**config.mk**
```make
export PLATFORM = sky130hd
export DESIGN_NAME = dcache_ctrl_flat
export DESIGN_NICKNAME = d
export VERILOG_FILES = /design/src/rtl/dcache_pkg.sv /design/src/rtl/dcache_if.sv /design/src/rtl/dcache_array.sv /design/src/rtl/dcache_ctrl.sv /design/src/flat_wrapper.sv
export SDC_FILE = /design/constraint.sdc
export NUM_CORES = 1
export LEC_CHECK = 0
export BUFFER_PORTS_ARGS = -buffer_cell sky130_fd_sc_hd__buf_2
export CAP_MARGIN = 5
export CORE_MARGIN = 4
export CORE_UTILIZATION = 60
export CTS_BUF_LIST = sky130_fd_sc_hd__clkbuf_8
export CTS_CLUSTER_SIZE = 20
export DETAILED_ROUTE_END_ITERATION = 16
export PLACE_DENSITY = 0.79
export SYNTH_ARGS = -nofsm -noshare
export SYNTH_HDL_FRONTEND = slang
export SYNTH_SLANG_ARGS = --single-unit
```
**constraint.sdc**
```tcl
create_clock -name clk -period 4.64 [get_ports clk]
set_input_delay 0.464 -clock clk [delete_from_list [all_inputs] [get_ports clk]]
set_output_delay 0.464 -clock clk [all_outputs]
set_load 0.01 [all_outputs]
```
**src/rtl/dcache_pkg.sv**
```systemverilog
// Shared definitions for the direct-mapped write-back data cache.
// Contents: FSM state type, line geometry constants and an address field splitter.
package dcache_pkg;

  localparam int unsigned LINE_WORDS = 4;
  localparam int unsigned WORD_W     = 16;
  localparam int unsigned LINE_W     = LINE_WORDS * WORD_W;
  localparam int unsigned ADDR_W     = 16;
  localparam int unsigned LADDR_W    = 14;  // line address {tag, index}

  typedef enum logic [1:0] {
    StIdle,
    StWb,
    StFill
  } state_e;

  // Tag and index are returned at full line-address width; callers cast to their widths.
  typedef struct packed {
    logic [LADDR_W-1:0] tag;
    logic [LADDR_W-1:0] index;
    logic [1:0]         word;
  } addr_fields_t;

  function automatic addr_fields_t split_addr(input logic [ADDR_W-1:0] addr,
                                              input int unsigned idx_w);
    addr_fields_t       f;
    logic [LADDR_W-1:0] laddr;
    laddr   = addr[15:2];
    f.word  = addr[1:0];
    f.index = laddr & ((14'd1 << idx_w) - 14'd1);
    f.tag   = laddr >> idx_w;
    return f;
  endfunction

endpackage

```
**src/rtl/dcache_if.sv**
```systemverilog
// CPU-side and memory-side bus of the data cache.
// slave  : the cache view (takes CPU request and memory response, drives data/stall/strobes).
// master : the environment view (CPU pipeline plus main memory).
interface dcache_if;
  import dcache_pkg::*;

  logic [ADDR_W-1:0]  addr;
  logic               re;
  logic               we;
  logic [WORD_W-1:0]  wrt_data;
  logic [WORD_W-1:0]  rd_data;
  logic               stall;
  logic [LADDR_W-1:0] mem_addr;
  logic               mem_re;
  logic               mem_we;
  logic [LINE_W-1:0]  mem_wdata;
  logic [LINE_W-1:0]  mem_rdata;
  logic               mem_rdy;

  modport slave (
    input  addr, re, we, wrt_data, mem_rdata, mem_rdy,
    output rd_data, stall, mem_addr, mem_re, mem_we, mem_wdata
  );

  modport master (
    output addr, re, we, wrt_data, mem_rdata, mem_rdy,
    input  rd_data, stall, mem_addr, mem_re, mem_we, mem_wdata
  );

endinterface

```
**src/rtl/dcache_array.sv**
```systemverilog
// Storage for the data cache: per-line valid, dirty, tag and 4-word data.
// Ports: clk, rst_n (async, active-low; clears valid/dirty only);
//   rd_idx_i -> rd_valid_o/rd_dirty_o/rd_tag_o/rd_line_o  combinational read port;
//   wr_idx_i with word_we_i (word write, sets dirty) or line_we_i (install, clears dirty).
module dcache_array
  import dcache_pkg::*;
#(
  parameter int unsigned LINES = 8,
  parameter int unsigned IDX_W = $clog2(LINES),
  parameter int unsigned TAG_W = 14 - IDX_W
) (
  input  logic              clk,
  input  logic              rst_n,
  input  logic [IDX_W-1:0]  rd_idx_i,
  output logic              rd_valid_o,
  output logic              rd_dirty_o,
  output logic [TAG_W-1:0]  rd_tag_o,
  output logic [LINE_W-1:0] rd_line_o,
  input  logic [IDX_W-1:0]  wr_idx_i,
  input  logic              word_we_i,
  input  logic [1:0]        word_sel_i,
  input  logic [WORD_W-1:0] word_data_i,
  input  logic              line_we_i,
  input  logic [TAG_W-1:0]  line_tag_i,
  input  logic [LINE_W-1:0] line_data_i
);

  logic [LINES-1:0]  valid_q;
  logic [LINES-1:0]  dirty_q;
  logic [TAG_W-1:0]  tag_q  [LINES];
  logic [LINE_W-1:0] data_q [LINES];

  assign rd_valid_o = valid_q[rd_idx_i];
  assign rd_dirty_o = dirty_q[rd_idx_i];
  assign rd_tag_o   = tag_q[rd_idx_i];
  assign rd_line_o  = data_q[rd_idx_i];

  always_ff @(posedge clk or negedge rst_n) begin
    if (!rst_n) begin
      valid_q <= '0;
      dirty_q <= '0;
    end else if (line_we_i) begin
      valid_q[wr_idx_i] <= 1'b1;
      dirty_q[wr_idx_i] <= 1'b0;
    end else if (word_we_i) begin
      dirty_q[wr_idx_i] <= 1'b1;
    end
  end

  // Tags and data are meaningless until valid is set, so they carry no reset.
  always_ff @(posedge clk) begin
    if (line_we_i) begin
      tag_q[wr_idx_i]  <= line_tag_i;
      data_q[wr_idx_i] <= line_data_i;
    end else if (word_we_i) begin
      data_q[wr_idx_i][{word_sel_i, 4'b0000} +: WORD_W] <= word_data_i;
    end
  end

endmodule

```
**src/rtl/dcache_ctrl.sv**
```systemverilog
// Direct-mapped, write-back, write-allocate data cache controller.
// Ports: clk, rst_n (async, active-low); bus_io (dcache_if.slave) carrying the CPU request
//   (addr/re/we/wrt_data -> rd_data/stall) and the line-wide memory handshake
//   (mem_addr/mem_re/mem_we/mem_wdata -> mem_rdata/mem_rdy).
module dcache_ctrl
  import dcache_pkg::*;
#(
  parameter int unsigned LINES = 8
) (
  input logic     clk,
  input logic     rst_n,
  dcache_if.slave bus_io
);

  localparam int unsigned IDX_W = $clog2(LINES);
  localparam int unsigned TAG_W = 14 - IDX_W;

  state_e             state_q, state_d;
  logic [LADDR_W-1:0] miss_laddr_q, miss_laddr_d;
  logic               mem_re_q, mem_re_d;
  logic               mem_we_q, mem_we_d;
  logic [LADDR_W-1:0] mem_addr_q, mem_addr_d;
  logic [LINE_W-1:0]  mem_wdata_q, mem_wdata_d;

  addr_fields_t      fields;
  logic [IDX_W-1:0]  req_idx;
  logic [TAG_W-1:0]  req_tag;
  logic              req;
  logic              hit;
  logic              vic_valid, vic_dirty;
  logic [TAG_W-1:0]  vic_tag;
  logic [LINE_W-1:0] vic_line;
  logic [WORD_W-1:0] hit_word;
  logic [IDX_W-1:0]  wr_idx;
  logic              word_we, line_we;
  logic              stall;
  logic [WORD_W-1:0] rd_data;

  assign fields   = split_addr(bus_io.addr, IDX_W);
  assign req_idx  = IDX_W'(fields.index);
  assign req_tag  = TAG_W'(fields.tag);
  assign req      = bus_io.re | bus_io.we;
  assign hit      = vic_valid && (vic_tag == req_tag);
  assign hit_word = vic_line[{fields.word, 4'b0000} +: WORD_W];
  // Installs target the latched miss index; word writes only happen in idle on the live index.
  assign wr_idx   = (state_q == StFill) ? miss_laddr_q[IDX_W-1:0] : req_idx;

  dcache_array #(
    .LINES (LINES),
    .IDX_W (IDX_W),
    .TAG_W (TAG_W)
  ) u_array (
    .clk         (clk),
    .rst_n       (rst_n),
    .rd_idx_i    (req_idx),
    .rd_valid_o  (vic_valid),
    .rd_dirty_o  (vic_dirty),
    .rd_tag_o    (vic_tag),
    .rd_line_o   (vic_line),
    .wr_idx_i    (wr_idx),
    .word_we_i   (word_we),
    .word_sel_i  (fields.word),
    .word_data_i (bus_io.wrt_data),
    .line_we_i   (line_we),
    .line_tag_i  (miss_laddr_q[LADDR_W-1:IDX_W]),
    .line_data_i (bus_io.mem_rdata)
  );

  always_comb begin
    state_d      = state_q;
    miss_laddr_d = miss_laddr_q;
    mem_re_d     = mem_re_q;
    mem_we_d     = mem_we_q;
    mem_addr_d   = mem_addr_q;
    mem_wdata_d  = mem_wdata_q;
    stall        = 1'b0;
    rd_data      = '0;
    word_we      = 1'b0;
    line_we      = 1'b0;
    unique case (state_q)
      StIdle: begin
        if (req && hit) begin
          word_we = bus_io.we;
          if (bus_io.re) rd_data = hit_word;
        end else if (req) begin
          stall        = 1'b1;
          miss_laddr_d = bus_io.addr[15:2];
          if (vic_valid && vic_dirty) begin
            state_d     = StWb;
            mem_we_d    = 1'b1;
            mem_addr_d  = {vic_tag, req_idx};
            mem_wdata_d = vic_line;
          end else begin
            state_d    = StFill;
            mem_re_d   = 1'b1;
            mem_addr_d = bus_io.addr[15:2];
          end
        end
      end
      StWb: begin
        stall = 1'b1;
        if (bus_io.mem_rdy) begin
          state_d    = StFill;
          mem_we_d   = 1'b0;
          mem_re_d   = 1'b1;
          mem_addr_d = miss_laddr_q;
        end
      end
      StFill: begin
        stall = 1'b1;
        if (bus_io.mem_rdy) begin
          line_we  = 1'b1;
          state_d  = StIdle;
          mem_re_d = 1'b0;
        end
      end
      default: state_d = StIdle;
    endcase
  end

  always_ff @(posedge clk or negedge rst_n) begin
    if (!rst_n) begin
      state_q      <= StIdle;
      miss_laddr_q <= '0;
      mem_re_q     <= 1'b0;
      mem_we_q     <= 1'b0;
      mem_addr_q   <= '0;
      mem_wdata_q  <= '0;
    end else begin
      state_q      <= state_d;
      miss_laddr_q <= miss_laddr_d;
      mem_re_q     <= mem_re_d;
      mem_we_q     <= mem_we_d;
      mem_addr_q   <= mem_addr_d;
      mem_wdata_q  <= mem_wdata_d;
    end
  end

  assign bus_io.stall     = stall;
  assign bus_io.rd_data   = rd_data;
  assign bus_io.mem_re    = mem_re_q;
  assign bus_io.mem_we    = mem_we_q;
  assign bus_io.mem_addr  = mem_addr_q;
  assign bus_io.mem_wdata = mem_wdata_q;

endmodule

```
**src/flat_wrapper.sv**
```systemverilog
// flat-port wrapper written by rule: the top's interface ports become plain ports
module dcache_ctrl_flat import dcache_pkg::*;
#(
  parameter int unsigned LINES = 8
)
  (clk, rst_n, bus_io_addr, bus_io_re, bus_io_we, bus_io_wrt_data, bus_io_mem_rdata, bus_io_mem_rdy, bus_io_rd_data, bus_io_stall, bus_io_mem_addr, bus_io_mem_re, bus_io_mem_we, bus_io_mem_wdata);
  dcache_if bus_io_i ();
  input logic clk;
  input logic rst_n;
  input wire logic [$bits(bus_io_i.addr)-1:0] bus_io_addr;
  input wire logic [$bits(bus_io_i.re)-1:0] bus_io_re;
  input wire logic [$bits(bus_io_i.we)-1:0] bus_io_we;
  input wire logic [$bits(bus_io_i.wrt_data)-1:0] bus_io_wrt_data;
  input wire logic [$bits(bus_io_i.mem_rdata)-1:0] bus_io_mem_rdata;
  input wire logic [$bits(bus_io_i.mem_rdy)-1:0] bus_io_mem_rdy;
  output wire logic [$bits(bus_io_i.rd_data)-1:0] bus_io_rd_data;
  output wire logic [$bits(bus_io_i.stall)-1:0] bus_io_stall;
  output wire logic [$bits(bus_io_i.mem_addr)-1:0] bus_io_mem_addr;
  output wire logic [$bits(bus_io_i.mem_re)-1:0] bus_io_mem_re;
  output wire logic [$bits(bus_io_i.mem_we)-1:0] bus_io_mem_we;
  output wire logic [$bits(bus_io_i.mem_wdata)-1:0] bus_io_mem_wdata;
  assign bus_io_i.addr = bus_io_addr;
  assign bus_io_i.re = bus_io_re;
  assign bus_io_i.we = bus_io_we;
  assign bus_io_i.wrt_data = bus_io_wrt_data;
  assign bus_io_i.mem_rdata = bus_io_mem_rdata;
  assign bus_io_i.mem_rdy = bus_io_mem_rdy;
  assign bus_io_rd_data = bus_io_i.rd_data;
  assign bus_io_stall = bus_io_i.stall;
  assign bus_io_mem_addr = bus_io_i.mem_addr;
  assign bus_io_mem_re = bus_io_i.mem_re;
  assign bus_io_mem_we = bus_io_i.mem_we;
  assign bus_io_mem_wdata = bus_io_i.mem_wdata;
  dcache_ctrl #(.LINES(LINES)) u_core (.clk(clk), .rst_n(rst_n), .bus_io(bus_io_i));
endmodule
```
==> results.yml, run 1 <==
outcome:
  status: "completed"
logic_synthesis:
  synthArstFlopShare_pct: 15.73
  yosysSeqAreaShare_pct: 71.30
  synth_fp_nets: 1840
  synth-edff-count: 600
  syn_inst: 1730
  syn_area_per_cell_sq_um: 16.88
  syn_area_sq_mm: 0.02920
  synth.distinct_cells: 44
  synth-main-ff-cell: "edfxtp_1"
  yosys_warnings: 0
  synth.ff_latch_count: 712
placement:
  port_buffers: 197
  dp_cells: 2528
  dp_hpwl_um: 48820
  place_congestion: 0.9030
  pre_cts_ws_ns: 0.09008
final_layout:
  final_layout_size_suffix_gt1_share_pct: 29.35
  final_cells: 2734
  diodes: 0
  layout_common_cells: "600 x edfxtp_1, 193 x buf_2, 163 x nand2_1, 163 x mux2i_1, 144 x mux4_2"
  nets: 2134
  syn2layout_area_growth_pct: 14.89
  final_common_cell: "edfxtp_1"
timing:
  clock_skew_ns: 0.03424
  timing.fmax_ghz: 0.2253
  finalHoldViolCount: 0
  setup_viol: 0
  timing.final.ws_setup_ns: 0.2008
  timing.final.crit_share_pct: 95.67
  rsz0062_at_grt: "no"
  setup_tns_ns: 0
  fin_crit_ns: 4.439
  worstMarginPinSlew_ns: 1.210
  slew_viol_final: 0
  relSlewSlack_pct: 19.30
pwr:
  total_power_uw: 15290
  p_leak_uw: 0.01309
  powerDensity_mw_per_mm2: 455.7
  ir_worst_vdd_uv: 248.2
detailed_routing:
  drc: 0
  drt_iter0_markers: 2094
  wl_per_cell_um: 27.43
  finalWirelength_um: 75000
  routed_via_density: 6.234
  vias: 17040
  antenna_left: 0
  dr.pass1.iters: 6
global_route:
  grt_util_all_layers_pct: 28.76
  antenna_found_initial: 2
  grt_max_degree: 79
  grt_pass1_wl_um: 111100
  grt_pass1_vias: 17470
  grt_overflow: 0
critical_path:
  endpoint_kind: "output pin"
  path_cells: "mux4_2, mux2i_1, xnor2_1, or4_1, or4_4, nor2_1, nand3_1, buf_4, a21oi_1, buf_2"
  required_ns: 4.18
  cp_top_family: "simple AND/OR/NAND/NOR gates"
  critPathBufInv: 2
  critPathMaxFanout: 16
  r2r_setup_slack_ns: 0.53
  start_kind: "flip-flop"
  crit_type: "flip-flop to output pin"
  slowest_stage: "or4_1"
  critPathMaxStageDelay_ns: 0.56
  arrival_ns: 3.98
clock_tree:
  cts_made_buffers: 108
  root_buffer: "clkbuf_8"
  worstSkewPairLatency_ns: 0.70
  post_cts_buffers: 0
  clkTransAtPathRegs_ns: 0.06
  clk_path_buf_depth: 3
  cts_max_level: 3
  cts_tree: "built"
  clkSinkCount: 712
floorplan:
  start_util_pct: 60.91
  die_x_um: 228.6
  core_area_sq_mm: 0.04795
  ios: 198
  dieArea_sq_mm: 0.05226
  fp.dieH_um: 228.6
  fp-row-count: 80
hold_path:
  min_path_type: "primary input to flip-flop"
flow_run:
  cap_violations: 0
==> cell type report <==
cell class	instances	area, sq um
Timing Repair Buffer	274	1738
Fill cell	2975	14400
Tap cell	615	769.5
Inverter	77	289.0
Multi-Input combinational cell	851	7754
Clock buffer	132	1817
Clock inverter	73	364.1
Sequential cell	712	20820
==> power breakdown <==
part | leakage (uW) | switching (uW) | internal [uW] | total (uW)
logic | 0.00495 | 1340 | 789 | 2130
clock network | 0.00127 | 2370 | 2690 | 5050
registers | 0.00688 | 342 | 7770 | 8110
==> Yosys cell counts, types with 2 or more instances <==
cell / n / area [sq um]
edfxtp_1: 600 / 18020
mux2i_1: 163 / 1632
nand2_1: 163 / 611.8
mux4_2: 144 / 3243
dfrtp_1: 112 / 2803
nor2_1: 112 / 420.4
a21oi_1: 88 / 440.4
inv_1: 76 / 285.3
clkbuf_1: 55 / 206.5
nand3_1: 35 / 175.2
o21ai_0: 30 / 150.1
mux2_2: 28 / 315.3
buf_1: 24 / 90.09
a22oi_1: 9 / 67.56
ha_1: 9 / 112.6
or2_2: 9 / 56.30
and2_1: 7 / 43.79
buf_2: 6 / 30.03
buf_6: 5 / 56.30
nor2b_1: 5 / 31.28
xnor2_1: 5 / 43.79
xor2_1: 5 / 43.79
nand2_4: 4 / 45.04
o31a_1: 4 / 35.03
a31oi_1: 3 / 18.77
nand2b_1: 3 / 18.77
nor3b_1: 3 / 22.52
o2bb2ai_1: 3 / 26.28
a22o_1: 2 / 17.52
nand4_1: 2 / 12.51
o211ai_1: 2 / 15.01
or4_1: 2 / 15.01
==> repair_timing <==
item | CTS | global route
resized for setup | 0 | 3
hold buffers | 1 | 0
endpoints found under the hold margin | 70 | 0
setup endpoints to repair | 0 | 8
==> logic make-up after synthesis <==
logic type / after synthesis / share of synthesized area (%)
and+or+nand+nor: 350 / 5.133
DFF: 712 / 71.30
buffers and inverters: 167 / 2.301
muxes: 335 / 17.77
adders and majority gates: 9 / 0.3856
AOI/OAI and AO/OA: 147 / 2.811
xor gates and xnor gates: 10 / 0.2999
==> per-layer routing <==
| metal | GRT usage, % | wire length [um] |
|---|---|---|
| met1 | 38.49 | 27080 |
| met2 | 44.99 | 35620 |
| met3 | 8.487 | 8945 |
| met4 | 11.94 | 3334 |
| met5 | 0 | 26 |
==> path summary, 6_finish.rpt <==
check                                                       from  cells after the start                                      end
min reg2reg                u_core.u_array.valid_q[3]$_DFFE_PN0P_                      1    u_core.u_array.valid_q[3]$_DFFE_PN0P_
min                                              bus_io_addr[11]                      2       u_core.miss_laddr_q[9]$_DFFE_PN0P_
min in group asynchronous                                  rst_n                      2   u_core.bus_io.mem_addr[13]$_DFFE_PN0P_
max in group asynchronous                                  rst_n                      3  u_core.bus_io.mem_wdata[62]$_DFFE_PN0P_
max reg2reg                 u_core.u_array.tag_q[7][7]$_DFFE_PP_                      9   u_core.u_array.data_q[0][26]$_DFFE_PP_
max                         u_core.u_array.tag_q[7][7]$_DFFE_PP_                     10                        bus_io_rd_data[2]
==> registers in the layout (all words and copies together) (netlist names), named ones only <==
signal / flops
u_core.bus_io.mem_addr: 14
u_core.bus_io.mem_re: 1
u_core.bus_io.mem_wdata: 64
u_core.bus_io.mem_we: 1
u_core.miss_laddr_q: 14
u_core.state_q: 2
u_core.u_array.data_q: 512
u_core.u_array.tag_q: 88
u_core.u_array.valid_q: 8
==> per-stage QoR <==
step / instance area, sq um / hold WS (ns) / util [%]
after floorplan: 29200 / 0.1684 / -
after global placement: 31350 / 0.4459 / 65.38
after detailed placement: 31350 / 0.4538 / 65.38
after CTS: 33540 / 0.01347 / 69.95
after global routing: 33550 / 0.03365 / 69.98
final: 33550 / 0.06048 / 69.98
(Power assumes the default switching activity.)
==> run 2: changes to the inputs <==
--- a/config.mk
+++ b/config.mk
@@ -7,6 +7,7 @@
 export LEC_CHECK = 0
 export BUFFER_PORTS_ARGS = -buffer_cell sky130_fd_sc_hd__buf_2
 export CAP_MARGIN = 5
+export CORE_ASPECT_RATIO = 0.6
 export CORE_MARGIN = 4
 export CORE_UTILIZATION = 60
 export CTS_BUF_LIST = sky130_fd_sc_hd__clkbuf_8
==> results.yml, run 2 (synthesis results as in run 1) <==
floorplan:
  dieArea_sq_mm: 0.05238
  start_util_pct: 60.91
  fp.dieH_um: 178.9
  core_area_sq_mm: 0.04794
  fp-row-count: 62
  ios: 198
  die_x_um: 292.8
clock_tree:
  clkSinkCount: 712
  cts_resized: 0
  holdBufCountCts: 1
  cts_tree: "built"
  clk_path_buf_depth: 3
  cts_max_level: 3
  root_buffer: "clkbuf_8"
  clkTransAtPathRegs_ns: 0.07
  worstSkewPairLatency_ns: 0.69
  cts_made_buffers: 98
  post_cts_buffers: 0
global_route:
  grt_overflow: 0
  grt_pass1_wl_um: 112200
  grt_pass1_vias: 17180
  grt_util_all_layers_pct: 29.61
  grt_max_degree: 70
  antenna_found_initial: 4
critical_path:
  required_ns: 4.18
  start_kind: "flip-flop"
  critPathMaxFanout: 16
  arrival_ns: 3.88
  crit_type: "flip-flop to output pin"
  crit_top_cell: "or4_1"
  cp_top_family: "simple AND/OR/NAND/NOR gates"
  path_cells: "mux4_2, mux2i_1, xnor2_1, or4_1, or4_1, nor2_1, nand3_1, buf_4, a21oi_1, buf_2"
  endpoint_kind: "output pin"
  critPathMaxStageDelay_ns: 0.58
  critPathBufInv: 2
  slowest_stage: "or4_1"
detailed_routing:
  dr.pass1.iters: 6
  antenna_left: 0
  met2_length_um: 35640
  wl_per_cell_um: 27.90
  vias: 17390
  drt_iter0_markers: 2338
  wirelength_met1_um: 29560
  finalWirelength_um: 76900
  wl_met3_um: 9221
  routed_via_density: 6.309
  top_layer: "met4"
  drc: 0
timing:
  setup_viol: 0
  relSlewSlack_pct: 32.79
  worstMarginPinSlew_ns: 1.008
  slew_viol_final: 0
  whs_ns: 0.07066
  timing.fmax_ghz: 0.2301
  clock_skew_ns: 0.04769
  finalHoldViolCount: 0
  timing.final.ws_setup_ns: 0.2934
  timing.final.crit_share_pct: 93.68
  rsz0062_at_grt: "no"
  fin_crit_ns: 4.347
final_layout:
  fillers: 2947
  layout_common_cells: "600 x edfxtp_1, 193 x buf_2, 163 x nand2_1, 163 x mux2i_1, 144 x mux4_2"
  largest-register: "u_core.u_array.data_q"
  largest_reg_flops: 512
  final_common_cell: "edfxtp_1"
  diodes: 0
  syn2layout_area_growth_pct: 14.99
  finish.utilization_pct: 70.04
  final_cells: 2756
  final_layout_size_suffix_gt1_share_pct: 28.92
  nets: 2145
pwr:
  p_leak_uw: 0.01307
  powerDensity_mw_per_mm2: 441.9
  ir_worst_vdd_uv: 263.9
placement:
  dp_hpwl_um: 52560
  place_congestion: 0.9317
  pre_cts_ws_ns: 0.2496
  port_buffers: 197
  dp_cells: 2574
flow_run:
  cap_violations: 0
hold_path:
  min_path_type: "primary input to flip-flop"
outcome:
  status: "completed"
==> run 2: metrics by stage <==
step | total power [uW] | setup TNS (ns) | cell area, sq um
6_report | 14840 | 0 | 33580
5_1_grt | 15340 | 0 | 33580
4_1_cts | 14840 | 0 | 33580
3_5_place_dp | 10400 | 0 | 31740
3_3_place_gp | 10280 | 0 | 31740
2_1_floorplan | 9312 | -2.338 | 29200
==> run 2: final timing paths <==
kind | from | slack [ns] | cells past startpoint | endpoint
setup / recovery | u_core.u_array.tag_q[7][7]$_DFFE_PP_ | 0.29 | 10 | bus_io_rd_data[14]
min in group asynchronous | rst_n | 0.28 | 2 | u_core.bus_io.mem_addr[0]$_DFFE_PN0P_
max in group asynchronous | rst_n | 3.20 | 3 | u_core.bus_io.mem_wdata[5]$_DFFE_PN0P_
hold / removal | bus_io_addr[11] | 0.07 | 2 | u_core.miss_laddr_q[9]$_DFFE_PN0P_
hold reg to reg | u_core.u_array.valid_q[6]$_DFFE_PN0P_ | 0.47 | 1 | u_core.u_array.valid_q[6]$_DFFE_PN0P_
setup reg to reg | u_core.u_array.tag_q[7][7]$_DFFE_PP_ | 0.65 | 9 | u_core.u_array.data_q[0][37]$_DFFE_PP_
==> run 2: layer usage <==
| metal | GRT usage [%] | vias up |
|---|---|---|
| met1 | 43.16 | 8815 |
| met4 | 9.809 | 0 |
| met2 | 44.59 | 1152 |
| met3 | 7.688 | 196 |
| li1 | - | 7225 |
| met5 | 0 | - |
==> run 2: layout make-up <==
type	count	area [sq um]	share of cell area [%]
well taps	640	800.8	2.385
inverters	77	289.0	0.8608
clock inverters	74	357.8	1.066
multi-input cells	851	7742	23.06
clock buffers	107	1473	4.386
repair buffers	295	2096	6.241
flip-flops and latches	712	20820	62.00
==> run 2: power by group <==
part	leakage (uW)	switching [uW]	internal (uW)
Sequential	0.00688	316	7760
Clock	0.00109	2330	2200
Combinational	0.00510	1380	851
Total	0.0131	4030	10800
==> run 3: changes to the inputs <==
==> constraint.sdc (replaced) <==
create_clock -name clk -period 4.64 [get_ports clk]
set_input_delay 0.464 -clock clk [delete_from_list [all_inputs] [get_ports clk]]
set_output_delay 0.464 -clock clk [all_outputs]
set_load 0.005 [all_outputs]
==> results.yml, run 3 (synthesis results as in run 1) <==
clock_tree:
  root_buffer: "clkbuf_8"
  cts_tree: "built"
  post_cts_buffers: 0
  cts_max_level: 3
  clkTransAtPathRegs_ns: 0.06
  worstSkewPairLatency_ns: 0.70
  clkSinkCount: 712
  cts_resized: 0
  cts_made_buffers: 99
  clk_path_buf_depth: 3
global_route:
  antenna_found_initial: 3
  grt_pass1_vias: 16910
  grt_overflow: 0
  grt_util_all_layers_pct: 29.12
  grt_pass1_wl_um: 110600
  grt_max_degree: 74
pwr:
  ir_worst_vdd_uv: 298.2
  netSwitchingPower_uw: 4066
  p_sw_share_pct: 26.90
  total_power_uw: 15120
  combPwrFrac_pct: 14.5
  p_leak_uw: 0.01306
  clkPwrFrac_pct: 32.1
  power.internal_uw: 11050
  powerDensity_mw_per_mm2: 448.9
  seq_power_share_pct: 53.4
timing:
  timing.fmax_ghz: 0.2278
  timing.final.crit_share_pct: 94.59
  clock_skew_ns: 0.05311
  rsz0062_at_grt: "no"
  fin_crit_ns: 4.389
  relSlewSlack_pct: 31.32
  setup_tns_ns: 0
  timing.final.ws_setup_ns: 0.2508
  slew_viol_final: 0
  worstMarginPinSlew_ns: 1.030
  finalHoldViolCount: 0
  setup_viol: 0
critical_path:
  critPathMaxFanout: 16
  start_kind: "flip-flop"
  r2r_cells: 9
  arrival_ns: 3.93
  required_ns: 4.18
  startpoint: "u_core.u_array.tag_q[4][7]$_DFFE_PP_"
  crit_type: "flip-flop to output pin"
  reg2reg_from: "u_core.u_array.tag_q[4][7]$_DFFE_PP_"
  r2r-end: "u_core.u_array.data_q[6][37]$_DFFE_PP_"
  endpoint_kind: "output pin"
  crit_path_end: "bus_io_rd_data[11]"
  r2r_setup_slack_ns: 0.66
placement:
  place_congestion: 0.8728
  dp_hpwl_um: 50840
  dp_cells: 2565
  pre_cts_ws_ns: 0.1979
  port_buffers: 197
final_layout:
  final_cells: 2753
  layout_common_cells: "600 x edfxtp_1, 193 x buf_2, 163 x nand2_1, 163 x mux2i_1, 144 x mux4_2"
  final_layout_size_suffix_gt1_share_pct: 29.28
  finish.utilization_pct: 70.24
  final_common_cell: "edfxtp_1"
  syn2layout_area_growth_pct: 15.32
  largest_reg_flops: 512
  register_area_sq_mm: 0.02082
  largest-register: "u_core.u_array.data_q"
  fillers: 2955
  nets: 2138
  multi_input_area_sq_mm: 0.007742
floorplan:
  ios: 198
  core_area_sq_mm: 0.04794
  die_x_um: 292.8
  fp-row-count: 62
  start_util_pct: 60.91
  fp.dieH_um: 178.9
  dieArea_sq_mm: 0.05238
detailed_routing:
  routed_via_density: 6.257
  wl_per_cell_um: 27.67
  vias: 17230
  drc: 0
  drt_iter0_markers: 2424
  finalWirelength_um: 76180
  antenna_left: 0
  dr.pass1.iters: 6
hold_path:
  min_path_type: "primary input to flip-flop"
flow_run:
  cap_violations: 0
outcome:
  status: "completed"
==> run 3: cell types whose count changed in the layout (fill, tap and decap cells not counted), moves of 2 or more <==
cell	previous run	this run
buf_4	71	63
bufinv_16	1	4
clkbuf_8	107	111
clkinv_1	17	19
clkinv_2	10	16
diode_2	0	2
inv_1	116	102
==> run 3: timing repair <==
item,4_1_cts,5_1_grt
endpoints found under the hold margin,73,0
hold buffers,2,0
endpoints found under the setup margin,0,0
==> run 3: worst min path at each step <==
stage	start	end	slack (ns)	cells after the start
4_1_cts	bus_io_addr[6]	u_core.miss_laddr_q[4]$_DFFE_PN0P_	0.02	2
3_5_place_dp	u_core.u_array.valid_q[7]$_DFFE_PN0P_	u_core.u_array.valid_q[7]$_DFFE_PN0P_	0.45	1
6_report	bus_io_addr[6]	u_core.miss_laddr_q[4]$_DFFE_PN0P_	0.06	2
2_1_floorplan	rst_n	asynchronous set/reset pin	0.17	0
5_1_grt	bus_io_addr[6]	u_core.miss_laddr_q[4]$_DFFE_PN0P_	0.03	2
3_3_place_gp	u_core.u_array.valid_q[2]$_DFFE_PN0P_	u_core.u_array.valid_q[2]$_DFFE_PN0P_	0.45	1
==> run 3: cell type report <==
cell class,count,share of cell area [%]
sequential,712,61.83
multi-input combinational,851,22.99
timing repair buffer,287,6.015
clock buffer,111,4.537
tap,640,2.378
clock inverter,73,1.378
inverter,77,0.8583
antenna,2,0.01486
==> run 3: worst max-delay path, stage by stage, from the launching register on <==
cell	delay, ns
edfxtp_1	0.37
mux4_2	0.46
mux2i_1	0.22
xnor2_1	0.11
or4_1	0.52
or4_1	0.59
nor2_1	0.21
nand3_1	0.09
buf_4	0.22
a21oi_1	0.25
buf_2	0.18
==> run 3: through the flow <==
stage	instance area [sq um]	hold WS, ns
after floorplan	29200	0.1684
after global placement	31660	0.4486
after detailed placement	31660	0.4496
after CTS	33670	0.01542
after global routing	33670	0.02980
final	33670	0.05519
==> run 3: metal layers <==
layer	global-route usage, %	vias up	part of all wire (%)
met1	43.27	8809	39
met3	7.738	152	12
met2	43.53	1060	46
met5	0	-	0
met4	8.148	0	2.7
li1	-	7204	-
==> run 3: power groups by stage <==
stage / clock network (uW) / logic (uW) / registers, uW
after floorplan: 0 / 1190 / 8090
after global routing: 5210 / 2310 / 8130
final: 4850 / 2190 / 8070
after CTS: 4890 / 2170 / 8060
after global placement: 0 / 2100 / 8140
after detailed placement: 0 / 2160 / 8190
